File: src/rtl/pc_sequencer.sv
// MIPS fetch-stage controller: owns the PC, fetches over req/ack, buffers one
// instruction for decode and applies jump/branch/jr redirects.
module pc_sequencer #(
    parameter logic [31:0] RESET_PC = 32'h0000_0000
) (
    input  logic        clk,
    input  logic        rst,
    output logic        imem_req,
    output logic [31:0] imem_addr,
    input  logic        imem_ack,
    input  logic [31:0] imem_rdata,
    output logic [31:0] instr,
    output logic [31:0] instr_pc,
    output logic        instr_valid,
    input  logic        stall,
    input  logic        redirect_valid,
    input  logic [1:0]  redirect_type,
    input  logic [31:0] redirect_pc4,
    input  logic [25:0] jump_index,
    input  logic [15:0] branch_offset,
    input  logic [31:0] jr_target,
    input  logic        halt
);

    typedef enum logic [1:0] {IDLE, FETCH, HALT} state_e;

    state_e      state_q, state_d;
    logic [31:0] pc_q, pc_d;
    logic [31:0] instr_q, instr_d;
    logic [31:0] instr_pc_q, instr_pc_d;
    logic        instr_valid_q, instr_valid_d;
    logic        pending_q, pending_d;
    logic [31:0] pend_target_q, pend_target_d;
    logic        outstanding_q, outstanding_d;

    logic        req;
    logic        redir;
    logic        waiting;
    logic [31:0] target;

    always_comb begin
        case (redirect_type)
            2'b01:   target = {redirect_pc4[31:28], jump_index, 2'b00};
            2'b10:   target = redirect_pc4 + {{14{branch_offset[15]}}, branch_offset, 2'b00};
            default: target = jr_target & 32'hFFFF_FFFC;
        endcase
    end

    assign req     = (state_q == FETCH) && (outstanding_q || !instr_valid_q || !stall);
    assign waiting = req && !imem_ack;
    assign redir   = redirect_valid && (redirect_type != 2'b00) && (state_q != HALT);

    always_comb begin
        state_d       = state_q;
        pc_d          = pc_q;
        instr_d       = instr_q;
        instr_pc_d    = instr_pc_q;
        instr_valid_d = instr_valid_q;
        pending_d     = pending_q;
        pend_target_d = pend_target_q;
        outstanding_d = waiting;

        case (state_q)
            IDLE:    state_d = halt ? HALT : FETCH;
            FETCH:   if (halt && !waiting) state_d = HALT;
            default: state_d = HALT;
        endcase

        // A redirect during an unanswered request is parked so the address
        // stays stable until the ack; the word that comes back is dropped.
        if (redir) begin
            instr_valid_d = 1'b0;
            if (waiting) begin
                pending_d     = 1'b1;
                pend_target_d = target;
            end else begin
                pc_d      = target;
                pending_d = 1'b0;
            end
        end else if (req && imem_ack) begin
            if (pending_q) begin
                pc_d      = pend_target_q;
                pending_d = 1'b0;
                if (instr_valid_q && !stall) instr_valid_d = 1'b0;
            end else begin
                instr_d       = imem_rdata;
                instr_pc_d    = pc_q;
                instr_valid_d = 1'b1;
                pc_d          = pc_q + 32'd4;
            end
        end else if (instr_valid_q && !stall) begin
            instr_valid_d = 1'b0;
        end
    end

    always_ff @(posedge clk or posedge rst) begin
        if (rst) begin
            state_q       <= IDLE;
            pc_q          <= RESET_PC;
            instr_q       <= '0;
            instr_pc_q    <= '0;
            instr_valid_q <= 1'b0;
            pending_q     <= 1'b0;
            pend_target_q <= '0;
            outstanding_q <= 1'b0;
        end else begin
            state_q       <= state_d;
            pc_q          <= pc_d;
            instr_q       <= instr_d;
            instr_pc_q    <= instr_pc_d;
            instr_valid_q <= instr_valid_d;
            pending_q     <= pending_d;
            pend_target_q <= pend_target_d;
            outstanding_q <= outstanding_d;
        end
    end

    assign imem_req    = req;
    assign imem_addr   = pc_q;
    assign instr       = instr_q;
    assign instr_pc    = instr_pc_q;
    assign instr_valid = instr_valid_q;

endmodule

File: config.mk
export PLATFORM = sky130hd
export DESIGN_NAME = pc_sequencer
export DESIGN_NICKNAME = d
export VERILOG_FILES = /design/src/rtl/pc_sequencer.sv
export SDC_FILE = /design/constraint.sdc
export NUM_CORES = 1
export LEC_CHECK = 0
export CAP_MARGIN = 40
export CORE_MARGIN = 8
export CORE_UTILIZATION = 30
export DETAILED_ROUTE_END_ITERATION = 8
export GPL_ROUTABILITY_DRIVEN = 0
export GPL_TIMING_DRIVEN = 0
export SLEW_MARGIN = 0
export SYNTH_ARGS = -nofsm -noshare
export SYNTH_HDL_FRONTEND = slang
export SYNTH_SLANG_ARGS = --single-unit
File: constraint.sdc
create_clock -name clk -period 11.9 [get_ports clk]
set_clock_uncertainty 0.2 [all_clocks]
set_input_delay 1.785 -clock clk [delete_from_list [all_inputs] [get_ports clk]]
set_output_delay 1.785 -clock clk [all_outputs]
set_load 0.05 [all_outputs]
After elaboration in Yosys (flattened, before gate mapping)
Index checks and enable logic that the tools add are counted.

storage, ports and cells
  register bits after elaboration = 133
  input bits = 146
  output and inout bits = 98

cells by class
  add/subtract/negate cells = 2
  equal/unequal tests = 6
  multiplexer cells = 15
  bitwise operators = 2
  reduce and logical (&&, ||, !) cells = 19

operator list
  kind                                                   count
  2-to-1 mux 32 bit                                      4
  case mux 32 bit (2 select lines)                       1
  adder 32 x 3 -> 32 bit, second input constant          1
  adder 32 bit                                           1
  logical AND 1 bit                                      7
  2-to-1 mux 1 bit                                       7
  == test 2 x 1 -> 1 bit, second input constant          2
  zero test 1 bit                                        4
  2-to-1 mux 2 bit                                       2
  inequality test 2 bit, second input constant           2
  case mux 2 bit (2 select lines)                        1
  AND reduction 2 bit                                    2
  nonzero test 2 bit                                     2
  AND reduction 3 bit                                    1
  == test 2 bit, second input constant                   1
  zero test 2 bit                                        1
  logical OR 1 bit                                       2
  inequality test 2 x 1 -> 1 bit, second input constant  1
  inverter 1 bit                                         2

Depth between registers and ports, before layout
  word-level depth = 9
  mapped depth = 11
  mapped depth without buffers = 10

Worst setup path after synthesis
No wires, ideal clock.

  kind = input-to-reg
  start = input port redirect_pc4[9]
  end = register pend_target_q[24]
  setup time = 0.125 ns
  arrival time = 4.155 ns
  data required time = 11.575 ns
  setup slack = 7.420 ns
  cell stages on the path = 10
  cell sequence = ha_1 -> nand2_1 -> or3_1 -> or3b_1 -> buf_6 -> a211oi_1 -> o211ai_1 -> a21o_1 -> a31o_2 -> mux2_2

between the ends
  word-level cells in the longest chain between the ends = 2

RTL lines
  element                           RTL line  RTL
  from (decl)                       18        input logic [31:0] redirect_pc4,
  adder 32 bit                      44        2'b10: target = redirect_pc4 + {{14{branch_offset[15]}}, branch_offset, 2'b00};
  case mux 32 bit (2 select lines)  42        case (redirect_type)
  to (signal assigned)              113       pend_target_q <= pend_target_d;
  to (decl)                         33        logic [31:0] pend_target_q, pend_target_d;

No other way between the ends.
A chain may end at the register's enable or synchronous reset.

Worst setup path in the final report
  start = input port stall
  end = output port imem_req

between the ends
  word-level cells in the longest chain between the ends = 3

RTL lines
  element            RTL line  RTL
  from (decl)        15        input logic stall,
  zero test 1 bit    49        assign req = (state_q == FETCH) && (outstanding_q || !instr_valid_q || !stall);
  logical OR 1 bit   49
  logical AND 1 bit  49
  to (decl)          8         output logic imem_req,

No other way between the ends.

==> impl_metrics.yaml <==
clock_network:
  cts_root_buf: "clkbuf_16"
  clk_pin_slew_ns: 0.06
  post-cts-setup-buffers: 0
  cts_tree: "done"
  clockBufferDepth: 2
  cts_buffers: 17
  hold_buffers: 0
  clkLatencyLatePin_ns: 0.42
  htree_levels: 4
  post_cts_resized: 0
  cts_sinks: 133
detailed_routing:
  wl_per_cell_um: 19.72
  drtPass1Iterations: 5
  drt_iter0_markers: 621
  drt_wl_total_um: 30650
  routed_via_density: 5.251
  antenna_left: 0
  vias: 8160
  post-route-drc-count: 0
worst_hold_path:
  hp-class: "flip-flop to flip-flop"
synthesis:
  netlist.area_leader.share_pct: 39.78
  synth-seq-cells: 133
  synth.net_count: 1081
  synth_cells: 901
  postSynthAreaPerCell_um2: 9.286
  yosys_warnings: 0
  synth_edf_count: 0
  ys_seq_area_share_pct: 39.78
  synth_area_leaders: "dfrtp_1 (40%), mux2_2 (9.4%), ha_1 (4.9%)"
  synth.cell_area_um2: 8367
  synth_cell_types: 77
  synth_area_leader_cell: "dfrtp_1"
  synth_ff_type: "dfrtp_1"
  ys_async_sr_fraction_pct: 100.0
floorplan:
  ioPinCount: 244
  initial_utilization_pct: 30.28
  die_x_um: 183
  coreArea_um2: 27630
  die_y_um: 183
  die-area_um2: 33490
  rows: 61
finish:
  seq_area_um2: 3328
  fin_area_um2: 11890
  final_common_cell: "clkdlybuf4s50_1"
  multiInputGateArea_um2: 4715
  nFillCells: 2734
  synthToLayoutAreaGrowth_pct: 42.07
  nets: 1343
  layout_common_cells: "clkdlybuf4s50_1 (241), dfrtp_1 (133), nand2_1 (106)"
  drive_above_1_share_pct: 10.80
  finalNonFillerCells: 1554
  n_antenna_cell: 0
sta:
  setup_viol: 0
  setup_tns_ns: 0
  slew_headroom_pct: 42.12
  rsz0062_at_grt: "false"
  hold_viol: 0
  period_share_pct: 45.80
  tightestPinTransition_ns: 0.8571
  slew_viol_final: 0
  max_clock_freq_mhz: 183.5
  hold_slack_ns: 0.2754
  period_minus_slack_ns: 5.450
critical_path:
  crit_type: "input pin to output pin"
  r2r_end: "instr_pc[5]"
  crit_path_frequent_cell: "clkdlybuf4s50_1"
  start_kind: "input pin"
  worstPathRequired_ns: 9.92
  path_cells: "clkdlybuf4s50_1 -> nand2_1 -> o21ai_1 -> inv_1 -> clkdlybuf4s50_1"
  cp-startpoint: "stall"
  regToRegStartpoint: "state_q[1]"
  crit_arrival_ns: 3.46
  crit_end: "imem_req"
  slowest_stage: "clkdlybuf4s50_1"
  path_buf_inv: 3
  critical_path_depth: 5
  cp_top_family: "buffers and inverters"
  endpoint_kind: "output pin"
  rr_worst_depth: 8
  ff2ff_setup_slack_ns: 8.78
  max_stage_delay_ns: 0.71
  worstPathMaxFanout: 5
grt:
  gr-usage-met3_pct: 3.799
  antenna_found_initial: 0
  grt_max_degree: 69
  first_global_vias: 8069
  grt_use_total_pct: 18.16
  gr-total-overflow: 0
  grt_use_met2_pct: 28.44
  grtUsageMet1_pct: 24.47
  grt-busiest-layer: "met2"
  grt_pass1_wl_um: 47620
placed_design:
  dpl_cell_area_um2: 11290
  portBuffers: 241
  post-dp-hpwl_um: 24310
  dp_cells: 1522
job:
  maxCapViolations: 0
power_and_ir_drop:
  peakVddDrop_mv: 0.07300
  p_leak_nw: 4.877
  p_per_area_nw_per_um2: 145.6
run_status:
  status: "finished clean"
[how the worst min path moves through the flow]
stage | from | endpoint | slack (ns) | depth (start not counted)
floorplan | pend_target_q[20] | pend_target_q[20] | 0.24 | 2
global placement | pend_target_q[20] | pend_target_q[20] | 0.26 | 2
detailed placement | pend_target_q[19] | pend_target_q[19] | 0.26 | 2
CTS | pend_target_q[19] | pend_target_q[19] | 0.28 | 2
global route | pend_target_q[23] | pend_target_q[23] | 0.30 | 2
finish | pend_target_q[19] | pend_target_q[19] | 0.28 | 2
[sequential cells by signal (all words and copies together), names as in the netlist]
| name | count |
|---|---|
| imem_addr | 32 |
| instr | 32 |
| instr_pc | 32 |
| pend_target_q | 32 |
| state_q | 2 |
| instr_valid | 1 |
| outstanding_q | 1 |
| pending_q | 1 |
[tightest hold or removal path, cell delays in order, from the launching register on]
cell     delay [ns]
dfrtp_1        0.34
nand2_1        0.05
o31ai_1        0.05
[cells by family (layout without fill, tap and decap cells)]
family / after synthesis / after routing / synth area share (%)
AO/OA/AOI/OAI: 279 / 279 / 22.09
AND/OR/NAND/NOR: 276 / 276 / 15.39
flip-flops: 133 / 133 / 39.78
multiplexers: 76 / 76 / 10.14
buffers and inverters: 69 / 344 / 3.873
adder cells (fa/ha/maj): 34 / 34 / 5.174
XOR/XNOR: 34 / 34 / 3.559
[final cells by class]
cell class	instances	share of cell area, %
multi-input combinational	699	39.66
sequential	133	28.00
timing repair buffer	243	20.59
tap	378	3.979
clock buffer	23	3.937
buffer	50	2.063
clock inverter	9	1.063
inverter	19	0.7053
[routing by layer]
| metal | wire (µm) | up-vias |
|---|---|---|
| met1 | 13930 | 3917 |
| met2 | 13880 | 347 |
| met5 | 0 | - |
| met4 | 605 | 0 |
| li1 | - | 3862 |
| met3 | 2236 | 34 |
[power by group]
part           leakage, nW  switching, mW  internal, mW
Combinational         2.82          0.387         0.240
Clock                0.291          0.197         0.340
Sequential            1.76         0.0590         0.508
[cell usage after synthesis (all sizes together) (13+ instances only)]
cell      n
clkbuf   49
ha       33
nor2     64
a21oi    53
nor3     13
a21o     13
xnor2    19
mux2     70
nand2   106
o21ai    83
a211oi   16
nand3    30
dfrtp   133
inv      19
xor2     15
[through the flow]
stage	total power [mW]	util [%]	setup slack, ns
6_report	1.730	43.02	6.450
5_1_grt	1.810	43.02	6.347
4_1_cts	1.742	43.02	6.424
2_1_floorplan	0.9515	-	6.361
3_5_place_dp	1.202	40.87	6.428
3_3_place_gp	1.193	40.73	4.212
No activity file was read; power rests on OpenSTA's default activity.
